$ cat src/rtl/pim_bus_responder.sv
// pim_bus_responder
//   Slave end of the PIM DMA port. Decodes the memory-mapped PIM region,
//   serves the status word, queues weight/activation/key/vref writes toward
//   the PIM core, launches compute after a full activation vector has been
//   handed over, and buffers core results for PIM_R reads.
// Ports
//   i_clk, i_rst          clock, asynchronous active-high reset
//   i_addr/i_write/i_read bus request; i_addr[3:0] is the sel_pim mask
//   i_size                byte enables, only 4'b1111 accepted for data writes
//   i_wr_data, o_rd_data  write data / registered read data (1-cycle latency)
//   o_cmd_*, i_cmd_ready  command FIFO head toward the core (pop on valid&ready)
//   o_compute_start       one-cycle compute launch pulse
//   i_core_busy           core not idle (reported in status bit 0)
//   i_res_valid/i_res_data core result push
//   o_mode                local mode register
module pim_bus_responder #(
   parameter logic [31:0] PIM_CTRL         = 32'h4000_0010,
   parameter logic [31:0] PIM_R            = 32'h4000_0020,
   parameter logic [31:0] PIM_W_WEIGHT     = 32'h4000_0040,
   parameter logic [31:0] PIM_W_ACTIVATION = 32'h4000_0080,
   parameter logic [31:0] PIM_W_KEY        = 32'h4000_0100,
   parameter logic [31:0] PIM_W_VREF       = 32'h4000_0200,
   parameter logic [31:0] PIM_W_MODE       = 32'h4000_0400,
   parameter int          CMD_DEPTH        = 8,
   parameter int          RES_DEPTH        = 16,
   parameter int          ACT_WORDS        = 8
) (
   input  logic        i_clk,
   input  logic        i_rst,
   input  logic [31:0] i_addr,
   input  logic        i_write,
   input  logic        i_read,
   input  logic [3:0]  i_size,
   input  logic [31:0] i_wr_data,
   output logic [31:0] o_rd_data,
   output logic        o_cmd_valid,
   input  logic        i_cmd_ready,
   output logic [2:0]  o_cmd_type,
   output logic [3:0]  o_cmd_sel,
   output logic [31:0] o_cmd_data,
   output logic        o_compute_start,
   input  logic        i_core_busy,
   input  logic        i_res_valid,
   input  logic [31:0] i_res_data,
   output logic [31:0] o_mode
);
   localparam int CMD_AW = $clog2(CMD_DEPTH);
   localparam int CMD_CW = CMD_AW + 1;
   localparam int RES_AW = $clog2(RES_DEPTH);
   localparam int RES_CW = RES_AW + 1;
   localparam int ACT_CW = $clog2(ACT_WORDS) + 1;
   localparam int CMD_W  = 39;   // {type[2:0], sel[3:0], data[31:0]}

   localparam logic [2:0] TYPE_WEIGHT     = 3'b001;
   localparam logic [2:0] TYPE_ACTIVATION = 3'b010;
   localparam logic [2:0] TYPE_KEY        = 3'b101;
   localparam logic [2:0] TYPE_VREF       = 3'b110;

   logic [CMD_W-1:0] cmd_mem [CMD_DEPTH];
   logic [31:0]      res_mem [RES_DEPTH];

   logic [CMD_AW-1:0] cmd_wr_ptr_q, cmd_wr_ptr_d, cmd_rd_ptr_q, cmd_rd_ptr_d;
   logic [CMD_CW-1:0] cmd_cnt_q, cmd_cnt_d;
   logic [RES_AW-1:0] res_wr_ptr_q, res_wr_ptr_d, res_rd_ptr_q, res_rd_ptr_d;
   logic [RES_CW-1:0] res_cnt_q, res_cnt_d;
   logic [ACT_CW-1:0] act_cnt_q, act_cnt_d;
   logic              err_q, err_d, ovf_q, ovf_d, start_q, start_d;
   logic [31:0]       mode_q, mode_d, rd_data_q, rd_data_d;

   logic hit_ctrl, hit_r, hit_w, hit_a, hit_k, hit_v, hit_mode;
   logic wr_en, rd_en, data_wr, size_ok, flush, clr;
   logic cmd_full, cmd_push, cmd_pop, act_pop, act_last;
   logic res_full, res_empty, res_push, res_pop;
   logic [2:0]       wr_type;
   logic [CMD_W-1:0] cmd_head;
   logic [31:0]      status;

   assign hit_ctrl = (i_addr[31:4] == PIM_CTRL[31:4]);
   assign hit_r    = (i_addr[31:4] == PIM_R[31:4]);
   assign hit_w    = (i_addr[31:4] == PIM_W_WEIGHT[31:4]);
   assign hit_a    = (i_addr[31:4] == PIM_W_ACTIVATION[31:4]);
   assign hit_k    = (i_addr[31:4] == PIM_W_KEY[31:4]);
   assign hit_v    = (i_addr[31:4] == PIM_W_VREF[31:4]);
   assign hit_mode = (i_addr[31:4] == PIM_W_MODE[31:4]);

   // A simultaneous read and write performs neither.
   assign wr_en   = i_write & ~i_read;
   assign rd_en   = i_read & ~i_write;
   assign size_ok = (i_size == 4'b1111);
   assign data_wr = wr_en & (hit_w | hit_a | hit_k | hit_v);
   assign flush   = wr_en & hit_ctrl & i_wr_data[30];
   assign clr     = wr_en & hit_ctrl & i_wr_data[31];

   assign cmd_head  = cmd_mem[cmd_rd_ptr_q];
   assign cmd_full  = (cmd_cnt_q == CMD_CW'(CMD_DEPTH));
   assign res_full  = (res_cnt_q == RES_CW'(RES_DEPTH));
   assign res_empty = (res_cnt_q == '0);

   // Flush wins over any same-cycle push or pop.
   assign cmd_push = data_wr & size_ok & ~cmd_full & ~flush;
   assign cmd_pop  = o_cmd_valid & i_cmd_ready & ~flush;
   assign res_pop  = rd_en & hit_r & ~res_empty;
   assign res_push = i_res_valid & (~res_full | res_pop) & ~flush;

   assign act_pop  = cmd_pop & (cmd_head[38:36] == TYPE_ACTIVATION);
   assign act_last = act_pop & (act_cnt_q == ACT_CW'(ACT_WORDS - 1));

   always_comb begin
      wr_type = TYPE_WEIGHT;
      if (hit_a)      wr_type = TYPE_ACTIVATION;
      else if (hit_k) wr_type = TYPE_KEY;
      else if (hit_v) wr_type = TYPE_VREF;
   end

   always_comb begin
      status        = '0;
      status[31:16] = {{(16 - RES_CW){1'b0}}, res_cnt_q};
      status[3]     = err_q;
      status[2]     = ovf_q;
      status[1]     = ~res_empty;
      status[0]     = o_cmd_valid | i_core_busy | start_q;
   end

   always_comb begin
      cmd_wr_ptr_d = flush ? '0 : cmd_wr_ptr_q + CMD_AW'(cmd_push);
      cmd_rd_ptr_d = flush ? '0 : cmd_rd_ptr_q + CMD_AW'(cmd_pop);
      cmd_cnt_d    = flush ? '0 : cmd_cnt_q + CMD_CW'(cmd_push) - CMD_CW'(cmd_pop);
      res_wr_ptr_d = flush ? '0 : res_wr_ptr_q + RES_AW'(res_push);
      res_rd_ptr_d = flush ? '0 : res_rd_ptr_q + RES_AW'(res_pop);
      res_cnt_d    = flush ? '0 : res_cnt_q + RES_CW'(res_push) - RES_CW'(res_pop);

      act_cnt_d = act_cnt_q;
      if (flush || act_last) act_cnt_d = '0;
      else if (act_pop)      act_cnt_d = act_cnt_q + 1'b1;
      start_d = act_last;

      err_d = (err_q & ~clr)
            | (i_read & i_write)
            | (data_wr & (~size_ok | cmd_full))
            | (rd_en & hit_r & res_empty);
      ovf_d = (ovf_q & ~clr) | (i_res_valid & res_full & ~res_pop & ~flush);

      mode_d = (wr_en & hit_mode) ? i_wr_data : mode_q;

      rd_data_d = rd_data_q;
      if (rd_en) begin
         if (hit_ctrl)   rd_data_d = status;
         else if (hit_r) rd_data_d = res_empty ? 32'h0 : res_mem[res_rd_ptr_q];
         else            rd_data_d = 32'h0;
      end
   end

   // Storage arrays carry no reset; pointers and counts define validity.
   always_ff @(posedge i_clk) begin
      if (cmd_push) cmd_mem[cmd_wr_ptr_q] <= {wr_type, i_addr[3:0], i_wr_data};
      if (res_push) res_mem[res_wr_ptr_q] <= i_res_data;
   end

   always_ff @(posedge i_clk or posedge i_rst) begin
      if (i_rst) begin
         cmd_wr_ptr_q <= '0;
         cmd_rd_ptr_q <= '0;
         cmd_cnt_q    <= '0;
         res_wr_ptr_q <= '0;
         res_rd_ptr_q <= '0;
         res_cnt_q    <= '0;
         act_cnt_q    <= '0;
         err_q        <= 1'b0;
         ovf_q        <= 1'b0;
         start_q      <= 1'b0;
         mode_q       <= '0;
         rd_data_q    <= '0;
      end else begin
         cmd_wr_ptr_q <= cmd_wr_ptr_d;
         cmd_rd_ptr_q <= cmd_rd_ptr_d;
         cmd_cnt_q    <= cmd_cnt_d;
         res_wr_ptr_q <= res_wr_ptr_d;
         res_rd_ptr_q <= res_rd_ptr_d;
         res_cnt_q    <= res_cnt_d;
         act_cnt_q    <= act_cnt_d;
         err_q        <= err_d;
         ovf_q        <= ovf_d;
         start_q      <= start_d;
         mode_q       <= mode_d;
         rd_data_q    <= rd_data_d;
      end
   end

   assign o_cmd_valid     = (cmd_cnt_q != '0);
   assign o_cmd_type      = cmd_head[38:36];
   assign o_cmd_sel       = cmd_head[35:32];
   assign o_cmd_data      = cmd_head[31:0];
   assign o_compute_start = start_q;
   assign o_mode          = mode_q;
   assign o_rd_data       = rd_data_q;
endmodule

$ cat config.mk
export PLATFORM = sky130hd
export DESIGN_NAME = pim_bus_responder
export DESIGN_NICKNAME = d
export VERILOG_FILES = /design/src/rtl/pim_bus_responder.sv
export SDC_FILE = /design/constraint.sdc
export NUM_CORES = 1
export LEC_CHECK = 0
export ABC_AREA = 1
export BUFFER_PORTS_ARGS = -buffer_cell sky130_fd_sc_hd__buf_2
export CAP_MARGIN = 20
export CORE_ASPECT_RATIO = 1.2
export CORE_MARGIN = 2
export CORE_UTILIZATION = 50
export DETAILED_ROUTE_END_ITERATION = 6
export PLACE_DENSITY_LB_ADDON = 0.1
export SLEW_MARGIN = 10
export SYNTH_ARGS = -nofsm -noshare
export SYNTH_HDL_FRONTEND = slang
export SYNTH_SLANG_ARGS = --single-unit
$ cat constraint.sdc
create_clock -name i_clk -period 5.2 [get_ports i_clk]
set_input_delay 0.26 -clock i_clk [delete_from_list [all_inputs] [get_ports i_clk]]
set_output_delay 0.26 -clock i_clk [all_outputs]
set_load 0.005 [all_outputs]
* Yosys cells after proc, flatten, opt, wreduce, memory -nomap -nowiden
Memory sizes are Yosys's and may differ from the RTL's. Index checks and enable logic that the tools add are counted.
Cells by class: $add $sub $neg 9, eq/ne operators 12, multiplexer cells 18, bitwise operators 46, reduce and logical (&&, ||, !) cells 4
Operators by type and width (count):
- 28-bit by 27-bit equality test with 1-bit output, second input constant | 7
- 32-bit 2-to-1 mux | 3
- 1-bit AND | 26
- 4-bit 2-to-1 mux | 5
- 3-bit 2-to-1 mux | 5
- 4-bit by 1-bit adder with 4-bit output | 3
- 1-bit bitwise OR | 11
- 1-bit inverter | 9
- 4-bit equality test, second input constant | 2
- 3-bit by 1-bit adder with 3-bit output | 2
- 5-bit by 1-bit adder with 5-bit output | 1
- 5-bit equality test, second input constant | 1
- 5-bit zero test | 1
- 5-bit 2-to-1 mux | 1
- 5-bit by 1-bit subtractor with 5-bit output | 1
- 4-bit by 1-bit adder with 4-bit output, second input constant | 1
- 4-bit by 3-bit equality test with 1-bit output, second input constant | 1
- 1-bit 2-to-1 mux | 4
- 4-bit nonzero test | 1
- 4-bit by 1-bit subtractor with 4-bit output | 1
- 3-bit by 2-bit equality test with 1-bit output, second input constant | 1
- 2-bit nonzero test | 1
- 1-bit logical OR | 1
Storage, ports and cells: flip-flop bits (word level) 94, memory bits (writable) 824, input bits 107, output and inout bits 105, logic and storage cells 103, memories 2
Memories:
- res_mem | depth 16, width 32, rd ports 1, clocked after Yosys merged registers in 0, wr ports 1, line 60 | logic [31:0] res_mem [RES_DEPTH];
- cmd_mem | depth 8, width 39, rd ports 1, clocked after Yosys merged registers in 0, wr ports 1, line 59 | logic [CMD_W-1:0] cmd_mem [CMD_DEPTH];

* Logic depth before layout (Yosys ltp)
Gate-level depths: netlist of the first run.
word-level depth 11, mapped depth 19, mapped depth without buffers 18

* Worst setup path after synthesis of the first run
Ideal clock, no wire load.
path type input -> register, start input i_addr[19], end memory res_mem[15][0] (enable), data arrival time 3.295 ns, required time 4.739 ns, path slack 1.443 ns, stages 9, path buffers 0, cells stage by stage nor2_1 nand2_1 nor2_2 inv_2 nor2_1 nand3b_1 nand2_1 nand3_4 nor3_1
On the way: longest elaborated chain between the ends 8, elaborated cells between the ends (all ways) 12
RTL lines:
- start, declared | line 30 | input logic [31:0] i_addr,
- 28-bit by 27-bit equality test with 1-bit output | line 79 | assign hit_r = (i_addr[31:4] == PIM_R[31:4]);
- 1-bit AND (2 in series) | line 102 | assign res_pop = rd_en & hit_r & ~res_empty;
- 1-bit bitwise OR | line 103 | assign res_push = i_res_valid & (~res_full | res_pop) & ~flush;
- 1-bit AND | line 103
- 1-bit AND (*) | line 103
- 1-bit 2-to-1 mux (*) | line 156 | if (res_push) res_mem[res_wr_ptr_q] <= i_res_data;
- 1-bit 2-to-1 mux (implied by the code) (*) | line 156
- end, declared | line 60
Every way passes the cells marked *; elsewhere a longest branch is shown, timed or not.

* Worst setup path after layout of the first run
start register cmd_rd_ptr_q[0], end output o_cmd_data[14]
On the way: longest elaborated chain between the ends 1
RTL lines:
- start, declared | line 62 | logic [CMD_AW-1:0] cmd_wr_ptr_q, cmd_wr_ptr_d, cmd_rd_ptr_q, cmd_rd_ptr_d;
- start signal, assigned | line 175 | cmd_rd_ptr_q <= cmd_rd_ptr_d;
- memory 8 x 39 bit
- end, declared | line 40 | output logic [31:0] o_cmd_data,
No other way between the ends.

==> results.md, run 1 <==
* Post-Synth Adder-Cell Area at 0.822%
* Row count at 109
* P_leak at 0.0154 µW
* Leading area contributor after synthesis: edfxtp_1
* Clk_lat worst skew at 0.64 ns
* Syn Nets at 3109
* Top cells by count, synth: 824 x edfxtp_1, 647 x nor2_1, 398 x o21ai_0
* CP startpoint kind: flip-flop
* DP HPWL at 49.6 mm
* Distinct cell type count after synthesis at 41
* Minimum clock period at 3.70 ns
* CP Data Required Time at 4.94 ns
* Switch Pwr at 5210 µW
* Comb pwr share at 17.4%
* Die Span X at 252 µm
* 1st-iter DRT viols at 1783
* Mean routed wirelength per cell at 21.1 µm
* DRT Pass-1 Iters at 6
* R2R Path End: res_cnt_q[4]
* Final Slew Violations at 0
* R2R cell count at 16
* Detail Route Antenna Nets at 0
* Worst setup margin at 1.50 ns
* Starting density of the core at 50.2%
* XOR/XNOR share of the synthesized area at 0.214%
* Largest family of logic cells by synthesized area: compound AO/OA/AOI/OAI gates
* Unrepaired setup endpoints after global routing: no
* Yosys reg bits at 918
* Syn Area/Cell at 12.4 µm²
* Final GP Congestion at 0.869
* I/O pin total at 212
* First-pass GRT wire length at 138 mm
* H-Tree Depth at 3
* PortBufs at 211
* All-Layer GR Usage at 23.6%
* Clock transition at path regs at 0.06 ns
* CTS Buffer Depth at 3
* Worst path cell trace: buf_4 -> o21ai_0 -> o22ai_1 -> nor2_1 -> a31oi_1 -> buf_2
* Largest net degree at the start of global routing at 143
* Antenna violations before repair at 5
* Clk_skew at 0.0228 ns
* Critical path endpoint: o_cmd_data[14]
* Crit path DAT at 3.44 ns
* Post-synth EDFFs at 824
* Relative slew slack at 30.7%
* Ranking of synthesized cells by area: edfxtp_1 67%, nor2_1 6.6%, dfrtp_1 6.4%
* Share of layout cells above drive strength 1 at 13.8%
* Internal power at 13500 µW
* Post-synthesis mux area share at 0%
* Switching fraction of total power at 27.9%
* Wirelength, routed at 89.5 mm
* Yosys top cell area share at 67.1%
* Most frequent cell after synthesis: edfxtp_1
* Seq pwr share at 47.3%
* Vias in the first global route at 23.8k
* Nets@finish at 3350
* Total gr overflow at 0
* Root Driver: clkbuf_16
* Clk sinks at 918
* Top_reg_cell synth: edfxtp_1
* Status: completed
* Crit. End Element: output pin
* Critical path class: reg -> out
* Final setup viols at 0
* Crit-path slowest cell: buf_4
* Placement Setup Slack at 1.57 ns
* Fraction of registers with async set/reset at 10.2%
* Gates resized, CTS repair at 0
* Hold buffers post-CTS at 69
* Post-Synth Simple-Gate Area at 10.7%
* CP startpoint: cmd_rd_ptr_q[0]
* Number of warning messages in the yosys log at 0
* CP max FO at 100
* Synth-to-Final Area Change at 15.3%
* Fin crit share at 71.2%
* Tightest Hold Check Type: in -> reg
* Cells after Synth at 2979
* Setup TNS at 0 ns
* Compound-gate portion of the synthesized area at 10.9%
* Power Density at 440 nW/µm²
* Slew @ Worst Pin at 1.04 ns
* Syn Std Cell Area at 36900 µm²
* Vias at 23.8k
* Core ar. at 73400 µm²
* Worst hold margin at 0.0276 ns
* Vias per Instance at 5.61
* # Post-CTS Setup Buffers at 0
* Die Area at 75900 µm²
* Final Power at 18700 µW
* R2R Path Start: res_cnt_q[2]
* Maximum vdd drop at 368 µV
* Critical Path Max Stage Delay at 0.89 ns
* Die Y at 301 µm
* DRC Markers at 0
* Reg2reg setup slack at 2.16 ns
* Inserted Clock Buffers at 91
* Max Fclk at 0.270 GHz
* Sequential area share after synthesis at 73.5%
* Max cap viols at 0
* Clock share of power at 35.3%
* Count of final hold-check violations at 0
* CTS tree: yes
power groups by stage:
stage          clock (µW)  combinational, µW  sequential [µW]
2_1_floorplan           0               2150             8830
3_3_place_gp            0               3170             8960
3_5_place_dp            0               3260             8980
4_1_cts              6720               3310             8830
5_1_grt              7020               3680             8870
6_report             6600               3260             8830
logic make-up after synthesis:
group                    count (synthesis)
flip-flops                             918
XOR/XNOR                                 9
AO/OA/AOI/OAI                          720
AND/OR/NAND/NOR                       1001
buffers and inverters                  308
adder cells (fa/ha/maj)                 23
layout make-up:
class | instances | area (µm²)
timing repair buffer | 330 | 2170
antenna | 2 | 5.00
sequential | 918 | 27100
clock inverter | 49 | 522
clock buffer | 118 | 2500
fill | 5903 | 30900
tap | 943 | 1180
multi-input combinational | 1753 | 8510
inverter | 126 | 484
registers in the layout, summed over array words and instances, names as in the netlist, 3 cells and up:
signal and count:
o_rd_data 32, cmd_rd_ptr_q 3, act_cnt_q 4, res_wr_ptr_q 4, o_mode 32, cmd_wr_ptr_q 3, res_cnt_q 5, res_rd_ptr_q 4
cmd_cnt_q 4, res_mem 512, cmd_mem 312
routing by layer:
| layer | global-route usage, % | wire length (µm) | vias to the layer above |
|---|---|---|---|
| li1 | - | - | 11100 |
| met1 | 30.1 | 37000 | 11900 |
| met2 | 41.7 | 45500 | 642 |
| met3 | 3.50 | 4550 | 137 |
| met4 | 7.82 | 2360 | 4 |
| met5 | 0 | 29 | - |
how the worst min path moves through the flow:
stage | startpoint | endpoint | cells after the start
global placement | o_mode[26] | o_mode[26] | 2
floorplan | i_wr_data[0] | cmd_mem[0][0] | 0
global route | i_res_data[5] | res_mem[13][5] | 1
CTS | i_res_data[5] | res_mem[13][5] | 1
finish | i_res_data[8] | res_mem[5][8] | 1
detailed placement | o_mode[12] | o_mode[12] | 2
worst max-delay path: cells and delay by family (launching register included):
kind / cells / cell delay, ns
buf+inv: 2 / 1.06
flops: 1 / 0.84
compound gates: 3 / 0.75
simple gates: 1 / 0.07
cell usage in the layout, fill, tap and decap left out, drive strengths merged, types with 36 or more instances in the layout:
master	netlist	layout
dlygate4sd3	0	69
buf	98	261
clkbuf	84	118
o21ai	497	497
nand3	50	50
o211ai	63	63
nor2	653	653
a31oi	36	36
edfxtp	824	824
dfrtp	94	94
o22ai	79	79
nand2	278	278
inv	125	127
metrics by stage:
stage | instance area (µm²) | util [%] | std cells
2_1_floorplan | 36900 | - | 2979
3_3_place_gp | 38700 | 52.8 | 3999
3_5_place_dp | 38700 | 52.8 | 3999
4_1_cts | 42400 | 57.8 | 4235
5_1_grt | 42500 | 57.9 | 4239
6_report | 42500 | 57.9 | 4239
Note: power is estimated with default switching activity, not from simulation.
==> inputs of run 2 (changes only) <==
- ABC_AREA: 1 -> 0
- clock period: 5.2 -> 3.69 ns (I/O delays scaled with it)
==> results.md, run 2 <==
* Status: completed
* Yosys top cell area share at 69.6% (+2.5 points)
* P_leak at 0.0142 µW (-7.4%)
* Die Span X at 247 µm (-1.8%)
* Die Y at 296 µm (-1.8%)
* Worst hold margin at 0.0924 ns (+0.0648 ns)
* Final Slew Violations at 0 (unchanged)
* Final GP Congestion at 0.761 (-12%)
* Most frequent cells in the layout: 824 x edfxtp_1, 211 x buf_2, 206 x mux4_2
* Top_reg_cell synth: edfxtp_1
* Critical path class: reg -> reg
* CTS tree: yes
* PortBufs at 211 (unchanged)
* Placement Setup Slack at -0.0795 ns (-1.65 ns)
* Root Driver: clkbuf_16
* Gates resized, CTS repair at 0 (unchanged)
* Most frequent cell after synthesis: edfxtp_1
* Minimum clock period at 3.11 ns
* Worst setup margin at 0.577 ns (-0.922 ns)
* Fin crit share at 84.4%
* Ranking of synthesized cells by area: edfxtp_1 70%, mux4_2 13%, dfrtp_1 6.6%
* Sequential area share after synthesis at 76.2% (+2.7 points)
* Nets@finish at 2156 (-36%)
* I/O pin total at 212 (unchanged)
* Mean routed wirelength per cell at 25.5 µm (+21%)
* Slew @ Worst Pin at 0.915 ns (-0.124 ns)
* Cells after Synth at 1665 (-44%)
* Number of warning messages in the yosys log at 0 (unchanged)
* Largest registers: res_mem: 512 flops, cmd_mem: 312 flops
* Largest net degree at the start of global routing at 71 (-50%)
* Worst path cell trace: inv_1 -> ha_1 -> nand3_1 -> o211ai_4 -> ha_1 -> inv_1 -> ha_1 -> fa_1 -> a21oi_1 -> nor2_1 -> or3_1 -> a21oi_1
* Finished Layout Cells at 3027 (-29%)
* Clock transition at path regs at 0.06 ns (about the same)
* Synth-to-Final Area Change at 18.2%
* 1st-iter DRT viols at 1075 (-40%)
* Antenna violations before repair at 2 (-3)
* GRT met1 Usage at 28.2% (-1.8 points)
* Top cells by count, synth: 824 x edfxtp_1, 206 x mux4_2, 101 x mux2_2
* Syn Area/Cell at 21.3 µm² (+73%)
* Reg with most FFs: res_mem
* GR Layer Usage met3 at 3.21% (-0.29 points)
* Vias per Instance at 5.69 (+1.6%)
* Most frequent cell on the critical path: ha_1
* Relative slew slack at 38.5% (+7.8 points)
* CP startpoint kind: flip-flop
* Met2 usage at 37.6% (-4.1 points)
* Max reg flops at 512 (unchanged)
* Clk sinks at 918 (unchanged)
* Maximum vdd drop at 407 µV (+11%)
* Vias at 17.2k (-27%)
* GR peak layer: met2
* Count of final hold-check violations at 0 (unchanged)
* Distinct cell type count after synthesis at 52 (+27%)
* Post-synth EDFFs at 824 (unchanged)
* All-Layer GR Usage at 21.5% (-2.1 points)
* Vias in the first global route at 18.4k (-23%)
* Clk_skew at 0.0208 ns (-0.00192 ns)
* Yosys reg bits at 918 (unchanged)
* DRC Markers at 0 (unchanged)
* Detail Route Antenna Nets at 0 (unchanged)
* Final setup viols at 0 (unchanged)
* H-Tree Depth at 3 (unchanged)
* DRT Pass-1 Iters at 7 (+1)
* Starting density of the core at 50.3% (+0.051 points)
* CP max FO at 11 (-89%)
* Cells after DPL at 2789 (-30%)
* Fraction of registers with async set/reset at 10.2% (unchanged)
* Critical Path Max Stage Delay at 0.63 ns (-0.26 ns)
* Final core utilization at 59.4% (+1.5 points)
* Wirelength, routed at 77.1 mm (-14%)
* Die Area at 73200 µm² (-3.5%)
* Unrepaired setup endpoints after global routing: no
* Max cap viols at 0 (unchanged)
* CP Data Required Time at 4.25 ns (-0.69 ns)
* Total gr overflow at 0 (unchanged)
* Row count at 107 (-1.8%)
* Core ar. at 70700 µm² (-3.7%)
* CTS Buffer Depth at 3 (unchanged)
* Crit-path slowest cell: o211ai_4
* Tightest Hold Check Type: in -> reg
* Power Density at 597 nW/µm² (+36%)
* Commonest non-fill, non-tap cell in the layout: edfxtp_1
* Crit path DAT at 3.67 ns (+0.23 ns)
* Final Power at 25100 µW (+34%)
* Share of layout cells above drive strength 1 at 35.8% (+22 points)
* Max Fclk at 0.321 GHz
* Crit. End Element: flip-flop
* Syn Nets at 1795 (-42%)
* Inserted Clock Buffers at 89 (-2.2%)
* Clk_lat worst skew at 0.63 ns (about the same)
* Syn Std Cell Area at 35500 µm² (-3.6%)
* First-pass GRT wire length at 115 mm (-16%)
* # Post-CTS Setup Buffers at 0 (unchanged)
* Leading area contributor after synthesis: edfxtp_1
* DP HPWL at 43.8 mm (-12%)
==> run 2: logic make-up (layout without fill, tap and decap cells) <==
family,Yosys count,after routing,synth area share (%)
mux,342,342,17.3
fa+ha+maj,23,23,0.852
buf+inv,95,526,1.14
other cells,0,5,0
xor+xnor,13,13,0.320
compound gates,91,91,1.45
flops,918,918,76.2
simple gates,183,183,2.75
==> run 2: final cells by class <==
cell class / count / area [µm²]
Antenna cell: 5 / 12.5
Fill cell: 5161 / 28700
Timing Repair Buffer: 350 / 2570
Multi-Input combinational cell: 652 / 8310
Tap cell: 926 / 1160
Clock buffer: 124 / 2470
Clock inverter: 37 / 320
Inverter: 15 / 58.8
Sequential cell: 918 / 27100
==> run 2: power breakdown <==
group	internal [µW]	switching, µW
Sequential	12000	354
Combinational	1900	2050
Clock	5020	3710
Total	19000	6110
==> run 2: worst paths after layout <==
kind,slack (ns),cells after the start,end,startpoint
max in group asynchronous,2.50,4,res_cnt_q[1],i_rst
worst min-delay path,0.09,4,cmd_mem[0][38],i_addr[5]
min in group asynchronous,0.27,3,o_mode[23],i_rst
worst min register to register,0.48,2,o_rd_data[12],o_rd_data[12]
worst max register to register,0.58,12,res_cnt_q[4],res_cnt_q[3]
worst max-delay path,0.58,12,res_cnt_q[4],res_cnt_q[3]
==> run 2: layer usage <==
metal | up-vias | share of wire (%)
li1 | 7577 | -
met1 | 9105 | 41
met2 | 465 | 52
met3 | 88 | 5.5
met4 | 0 | 1.9
met5 | - | 0
==> run 2: worst max-delay path, delay by kind of cell (launching register included) <==
family	cells	cell delay [ns]
buf+inv	2	0.13
simple gates	3	0.53
fa+ha+maj	4	1.04
compound gates	3	0.93
flops	1	0.40
==> run 2: repair_timing <==
action / in CTS / in global routing
hold buffers: 72 / 0
endpoints found under the hold margin: 886 / 0
setup endpoints to repair: 0 / 0
==> run 2: per-stage QoR <==
step,setup TNS (ns),cell area (µm²)
detailed placement,-0.201,38500
global route,0,42000
finish,0,42000
floorplan,-279.60,35700
CTS,0,42000
global placement,-0.0750,38500
